## src/rtl/occupancy_tracker_if.sv

```systemverilog
// Handshake bundle between the direction FSM / display side and occupancy_tracker.
// master drives events and error clear; slave (the tracker) drives status and LEDs.
interface occupancy_tracker_if #(
  parameter int CNT_W = 3
);
  logic             s;
  logic             r;
  logic             err_clr;
  logic [CNT_W-1:0] count;
  logic             full;
  logic             empty;
  logic             err_ovf;
  logic             err_unf;
  logic [CNT_W-1:0] leds;

  modport master (
    output s, r, err_clr,
    input  count, full, empty, err_ovf, err_unf, leds
  );

  modport slave (
    input  s, r, err_clr,
    output count, full, empty, err_ovf, err_unf, leds
  );
endinterface

```

## src/rtl/occupancy_tracker.sv

```systemverilog
// Parking-lot occupancy counter with edge-detected entry/exit events and sticky errors.
// Define FULL_BLINK_EN to blink the LED display while the lot is full.
module occupancy_tracker #(
  parameter int CAPACITY   = 7,
  parameter int CNT_W      = 3,
  parameter int BLINK_HALF = 6000000
) (
  input logic                 clk,
  input logic                 rst,
  occupancy_tracker_if.slave  bus
);

  if (CAPACITY < 1 || CAPACITY > (2**CNT_W) - 1 || BLINK_HALF < 1) begin : g_bad_param
    $error("occupancy_tracker: illegal CAPACITY/CNT_W/BLINK_HALF combination");
  end

  localparam logic [CNT_W-1:0] CAP_VAL = CNT_W'(CAPACITY);

  logic             s_prev_reg;
  logic             r_prev_reg;
  logic [CNT_W-1:0] count_reg, count_next;
  logic             ovf_reg, ovf_next;
  logic             unf_reg, unf_next;
  logic             s_evt, r_evt;
  logic             full_w, empty_w;

  // Previous-value registers reset high so a level already present at release is not an event.
  assign s_evt   = bus.s & ~s_prev_reg;
  assign r_evt   = bus.r & ~r_prev_reg;
  assign full_w  = (count_reg == CAP_VAL);
  assign empty_w = (count_reg == '0);

  always_comb begin
    count_next = count_reg;
    ovf_next   = ovf_reg;
    unf_next   = unf_reg;
    if (bus.err_clr) begin
      ovf_next = 1'b0;
      unf_next = 1'b0;
    end
    // A new error is applied after the clear so a coincident set wins.
    if (s_evt && !r_evt) begin
      if (full_w) ovf_next   = 1'b1;
      else        count_next = count_reg + CNT_W'(1);
    end else if (r_evt && !s_evt) begin
      if (empty_w) unf_next   = 1'b1;
      else         count_next = count_reg - CNT_W'(1);
    end
  end

  always_ff @(posedge clk) begin
    if (rst) begin
      s_prev_reg <= 1'b1;
      r_prev_reg <= 1'b1;
      count_reg  <= '0;
      ovf_reg    <= 1'b0;
      unf_reg    <= 1'b0;
    end else begin
      s_prev_reg <= bus.s;
      r_prev_reg <= bus.r;
      count_reg  <= count_next;
      ovf_reg    <= ovf_next;
      unf_reg    <= unf_next;
    end
  end

  assign bus.count   = count_reg;
  assign bus.full    = full_w;
  assign bus.empty   = empty_w;
  assign bus.err_ovf = ovf_reg;
  assign bus.err_unf = unf_reg;

`ifdef FULL_BLINK_EN
  localparam int BLINK_W = (BLINK_HALF > 1) ? $clog2(BLINK_HALF) : 1;
  localparam logic [BLINK_W-1:0] BLINK_LAST = BLINK_W'(BLINK_HALF - 1);

  logic [BLINK_W-1:0] blink_cnt_reg;
  logic               phase_reg;

  always_ff @(posedge clk) begin
    if (rst) begin
      blink_cnt_reg <= '0;
      phase_reg     <= 1'b1;
    end else if (blink_cnt_reg == BLINK_LAST) begin
      blink_cnt_reg <= '0;
      phase_reg     <= ~phase_reg;
    end else begin
      blink_cnt_reg <= blink_cnt_reg + BLINK_W'(1);
    end
  end

  // Blank the display during the off phase only while the lot is full.
  for (genvar gi = 0; gi < CNT_W; gi++) begin : g_leds
    assign bus.leds[gi] = count_reg[gi] & (phase_reg | ~full_w);
  end
`else
  for (genvar gi = 0; gi < CNT_W; gi++) begin : g_leds
    assign bus.leds[gi] = count_reg[gi];
  end
`endif

endmodule

```

## src/flat_wrapper.sv

```systemverilog
// flat-port wrapper written by rule: the top's interface ports become plain ports
module occupancy_tracker_flat 
#(
  parameter int CAPACITY   = 7,
  parameter int CNT_W      = 3,
  parameter int BLINK_HALF = 6000000
)
  (clk, rst, bus_s, bus_r, bus_err_clr, bus_count, bus_full, bus_empty, bus_err_ovf, bus_err_unf, bus_leds);
  occupancy_tracker_if #(.CNT_W(CNT_W)) bus_i ();
  input logic clk;
  input logic rst;
  input wire logic [$bits(bus_i.s)-1:0] bus_s;
  input wire logic [$bits(bus_i.r)-1:0] bus_r;
  input wire logic [$bits(bus_i.err_clr)-1:0] bus_err_clr;
  output wire logic [$bits(bus_i.count)-1:0] bus_count;
  output wire logic [$bits(bus_i.full)-1:0] bus_full;
  output wire logic [$bits(bus_i.empty)-1:0] bus_empty;
  output wire logic [$bits(bus_i.err_ovf)-1:0] bus_err_ovf;
  output wire logic [$bits(bus_i.err_unf)-1:0] bus_err_unf;
  output wire logic [$bits(bus_i.leds)-1:0] bus_leds;
  assign bus_i.s = bus_s;
  assign bus_i.r = bus_r;
  assign bus_i.err_clr = bus_err_clr;
  assign bus_count = bus_i.count;
  assign bus_full = bus_i.full;
  assign bus_empty = bus_i.empty;
  assign bus_err_ovf = bus_i.err_ovf;
  assign bus_err_unf = bus_i.err_unf;
  assign bus_leds = bus_i.leds;
  occupancy_tracker #(.CAPACITY(CAPACITY), .CNT_W(CNT_W), .BLINK_HALF(BLINK_HALF)) u_core (.clk(clk), .rst(rst), .bus(bus_i));
endmodule
```

## config.mk

```make
export PLATFORM = sky130hd
export DESIGN_NAME = occupancy_tracker_flat
export DESIGN_NICKNAME = d
export VERILOG_FILES = /design/src/rtl/occupancy_tracker_if.sv /design/src/rtl/occupancy_tracker.sv /design/src/flat_wrapper.sv
export SDC_FILE = /design/constraint.sdc
export NUM_CORES = 1
export LEC_CHECK = 0
export ABC_CLOCK_PERIOD_IN_PS = 2900
export CAP_MARGIN = 20
export CORE_AREA = 3 3 42 44
export CTS_BUF_LIST = sky130_fd_sc_hd__clkbuf_4
export DETAILED_ROUTE_END_ITERATION = 10
export DIE_AREA = 0 0 45 47
export PLACE_DENSITY_LB_ADDON = 0.08
export SLEW_MARGIN = 20
export SYNTH_ARGS = -nofsm -noshare
export SYNTH_HDL_FRONTEND = slang
export SYNTH_SLANG_ARGS = --single-unit
```

## constraint.sdc

```tcl
create_clock -name clk -period 2.9 [get_ports clk]
set_input_delay 0.58 -clock clk [delete_from_list [all_inputs] [get_ports clk]]
set_output_delay 0.58 -clock clk [all_outputs]
set_load 0.01 [all_outputs]
```

* Yosys cells after proc, flatten, opt, wreduce, memory -nomap -nowiden
Cells that the tools add are included.
** Operators by class
- Add/sub/neg operators :: 2
- Multipliers :: 0
- Divide/modulo/power cells :: 0
- $lt $le $gt $ge :: 0
- Eq/ne operators :: 3
- Shift-type cells :: 0
- Multiplexer cells :: 11
- Bitwise gates (word level) :: 4
- Reductions and logical operators :: 7
** Operators with widths (number)
- $mux 3 :: 4
- $mux 1 :: 7
- $add 3x1->3 const B :: 1
- $eq 3x3->1 const B :: 1
- $logic_not 3->1 :: 1
- $reduce_and 3->1 :: 1
- $sub 3x1->3 const B :: 1
- $and 1x1->1 :: 2
- $logic_and 1x1->1 :: 2
- $logic_not 1->1 :: 2
- $ne 2x1->1 const B :: 1
- $ne 2x2->1 const B :: 1
- $not 1->1 :: 2
- $reduce_bool 2->1 :: 1
** Word-level totals
- Bits in registers :: 7
- Bits in latches :: 0
- RAM bits :: 0
- Memory bits (read-only) :: 0
- Input bits :: 5
- Output and inout bits :: 10
- Logic and storage cells :: 32
- Memories :: 0

* Logic depth before layout (Yosys ltp)
- Depth in word-level cells :: 6
- Mapped depth :: 8
- Gate-level depth less buffers :: 7

* Least setup slack after synthesis
No wires, ideal clock.
- Path type :: input-to-reg
- Start point :: input bus_s
- End point :: register u_core.count_reg[2], in the netlist u_core.bus.count[2]
- Setup time :: 0.088 ns
- Arrival time :: 2.098 ns
- Path slack :: 0.714 ns
- Stages on the path :: 8
- Buffers on the path :: 1
- Path through :: nor2b_1 -> ha_1 -> buf_2 -> inv_1 -> fa_1 -> and3b_1 -> o211a_1 -> nor4_2
** Between the ends
- Word-level cells in the longest chain between the ends :: 5
- Elaborated cells between the ends (all ways) :: 9
** Ends and longest elaborated chain
- start: declaration :: RTL line flat_wrapper.sv:12 : input wire logic [$bits(bus_i.s)-1:0] bus_s;
- $and 1x1->1 * :: RTL line occupancy_tracker.sv:28 : assign s_evt = bus.s & ~s_prev_reg;
- $logic_not 1->1 :: RTL line occupancy_tracker.sv:45 : end else if (r_evt && !s_evt) begin
- $logic_and 1x1->1 :: RTL line occupancy_tracker.sv:45
- $reduce_bool 2->1 (no line)
- $reduce_and 3->1 (no line)
- end signal: assignment :: RTL line occupancy_tracker.sv:61 : count_reg <= count_next;
- end: declaration :: RTL line occupancy_tracker.sv:21 : logic [CNT_W-1:0] count_reg, count_next;
Every way passes the cells marked *; elsewhere a longest branch is shown, timed or not.
A chain may end at the register's enable or synchronous reset.

* Worst setup path in the final report
Ends and elaborated chain as after synthesis.

==> impl_metrics.json <==
{
  "netlist_area_sq_um": 427,
  "worstPathMaxFanout": 4,
  "end_kind": "flop",
  "synth_most_common_cell": "dfxtp_1",
  "yosys-top-cells-area": "dfxtp_1 33%, ha_1 5.9%, buf_4 5.3%, a21oi_1 4.7%, fa_1 4.7%",
  "arrival_ns": 2.52,
  "reg2reg_depth": 7,
  "root_buffer": "clkbuf_4",
  "routedWlPerCell_um": 10.6,
  "area_delta_synth_final_pct": 38.7,
  "slew_headroom_pct": 74.1,
  "core_sq_um": 1470,
  "cts_setup_buffers": 0,
  "powerDensity_nw_per_um2": 398,
  "ys_top_cells_by_count": "7 x dfxtp_1, 4 x a21oi_1, 4 x inv_1, 3 x buf_4, 3 x nor2_1",
  "final.setup.worst_slack_ns": 0.543,
  "cts_hold_buf": 0,
  "htreeDepth": 1,
  "rsz0062_at_grt": "no",
  "grt_first_pass_wirelength_um": 1420,
  "fin_tns_setup_ns": 0,
  "status": "completed",
  "whs_ns": 0.479,
  "internal_power_mw": 0.181,
  "die_w_um": 45,
  "r2r_slack_ns": 1.08,
  "register_area_sq_um": 140,
  "syn_nets": 57,
  "cts_tree": "done",
  "die_h_um": 47,
  "rr_startpoint": "u_core.s_prev_reg",
  "setup_violations": 0,
  "comb_power_share_pct": 15.1,
  "drt-total-wl_um": 836,
  "hold_path.class": "flop to flop",
  "syn_avg_cell_area_sq_um": 8.71,
  "finalCritPeriodShare_pct": 81.3,
  "crit_type": "input port to flop",
  "clkPwrFrac_pct": 41.5,
  "vias": 368,
  "worstHoldPathCells": 2,
  "yosysTopAreaCellShare_pct": 32.8,
  "clock-sinks": 7,
  "max_cap_viol_count": 0,
  "grt_pass1_vias": 310,
  "clk_latency_ns": 0.25,
  "dp_slack_ns": 0.269,
  "grt-ovfl-total": 0,
  "critPathRequiredTime_ns": 3.06,
  "synth_cells": 49,
  "leakage_nw": 0.246,
  "yosys.area.top_type": "dfxtp_1",
  "yosysWarnings": 0,
  "p_switching_mw": 0.0544,
  "viasPerCell": 4.66,
  "portBuffers": 14,
  "hp-start": "u_core.bus.err_ovf",
  "min_period_ns": 2.36,
  "ir_drop_uv": 224,
  "ant_nets": 0,
  "r2r_end": "u_core.bus.count[2]",
  "synth-seq-area-share_pct": 32.8,
  "start_kind": "input port",
  "antennaDiodeCount": 0,
  "switching_share_pct": 23.1,
  "clk_pin_slew_worst_paths_ns": 0.05,
  "ys_ff_latch": 7,
  "io_pins": 15,
  "synth_edf_count": 0,
  "final_layout_size_suffix_gt1_share_pct": 15.9,
  "tightest_slew_ns": 0.388,
  "total_power_mw": 0.236,
  "initial_core_util_pct": 29.0,
  "grt_max_degree": 13,
  "row_count": 14,
  "finalHoldViolCount": 0,
  "drt_pass1_iterations": 2,
  "clockBufferDepth": 2,
  "ys_types": 26,
  "maxSlewViolCount": 0,
  "nFillCells": 162,
  "grtUsageTotal_pct": 9.69,
  "min_to": "u_core.bus.err_ovf",
  "drc": 0,
  "layout.nets": 72,
  "seqPwrFrac_pct": 43.4,
  "cts_buffers": 3,
  "multi_input_area_sq_um": 239,
  "finClkSkew_ns": 0.00374,
  "first_iter_violations": 3,
  "die_area_sq_um": 2120,
  "synthArstFlopShare_pct": 0,
  "maxClockFrequency_mhz": 424,
  "place.gp.congestion": 0.709,
  "cts_resized": 0,
  "largest_reg_flops": 3,
  "synth-main-ff-cell": "dfxtp_1",
  "antenna_found_initial": 0,
  "dp_hpwl_um": 628
}
-- power groups by stage --
stage | sequential (mW) | clock, mW | combinational [mW]
6_report | 0.102 | 0.0977 | 0.0356
5_1_grt | 0.103 | 0.112 | 0.0396
2_1_floorplan | 0.104 | 0 | 0.0205
4_1_cts | 0.102 | 0.105 | 0.0361
3_3_place_gp | 0.104 | 0 | 0.0363
3_5_place_dp | 0.104 | 0 | 0.0360
-- how the worst max path moves through the flow --
stage | start | end | slack (ns) | depth (start not counted)
CTS | bus_s | u_core.bus.count[2] | 0.52 | 8
detailed placement | bus_s | u_core.bus.count[2] | 0.27 | 8
finish | bus_s | u_core.bus.count[2] | 0.54 | 8
global route | bus_s | u_core.bus.count[2] | 0.39 | 8
global placement | bus_s | u_core.bus.count[2] | 0.31 | 8
floorplan | bus_s | u_core.bus.count[2] | 0.71 | 8
-- cell families (layout without fill, tap and decap cells) --
| family | Yosys count | count (layout) | synth area share [%] |
|---|---|---|---|
| xor gates and xnor gates | 1 | 1 | 2.05 |
| DFF | 7 | 7 | 32.8 |
| muxes | 1 | 1 | 2.35 |
| adders and majority gates | 3 | 3 | 10.6 |
| buffers and inverters | 9 | 23 | 11.1 |
| AOI/OAI and AO/OA | 9 | 9 | 12.6 |
| and+or+nand+nor | 19 | 19 | 28.4 |
-- worst max-delay path: stages --
cell and delay (ns):
clkdlybuf4s50_1 0.46, nor2b_1 0.19, ha_1 0.19, inv_1 0.05, fa_1 0.42, and3b_1 0.21, o211a_1 0.22, nor4_2 0.19
-- routing by layer --
metal,global-route usage (%),routed length [um]
met4,1.75,0
met2,13.3,348
met5,0,0
met3,6.90,71
met1,12.5,416
-- metrics by stage --
stage	std cells	area, sq um	util (%)
global placement	75	562	38.2
floorplan	49	427	-
CTS	79	592	40.2
finish	79	592	40.2
global route	79	592	40.2
detailed placement	75	562	38.2
-- layout make-up --
| class | instances | area share [%] |
|---|---|---|
| repair buffers | 15 | 24.9 |
| inverters | 4 | 2.54 |
| clock buffers | 4 | 5.07 |
| multi-input cells | 33 | 40.4 |
| flip-flops and latches | 7 | 23.7 |
| well taps | 16 | 3.38 |
-- cell usage in the layout, fill, tap and decap left out, drive strengths merged, types with 2 or more instances in the layout --
cell / netlist / layout
clkbuf: 0 / 4
nor4: 2 / 2
nor2b: 2 / 2
ha: 2 / 2
inv: 4 / 4
clkdlybuf4s50: 0 / 14
and3: 2 / 2
dfxtp: 7 / 7
nand2b: 2 / 2
o21ai: 2 / 2
or2: 2 / 2
a21oi: 4 / 4
nor2: 3 / 3
Note: power is estimated with default switching activity, not from simulation.
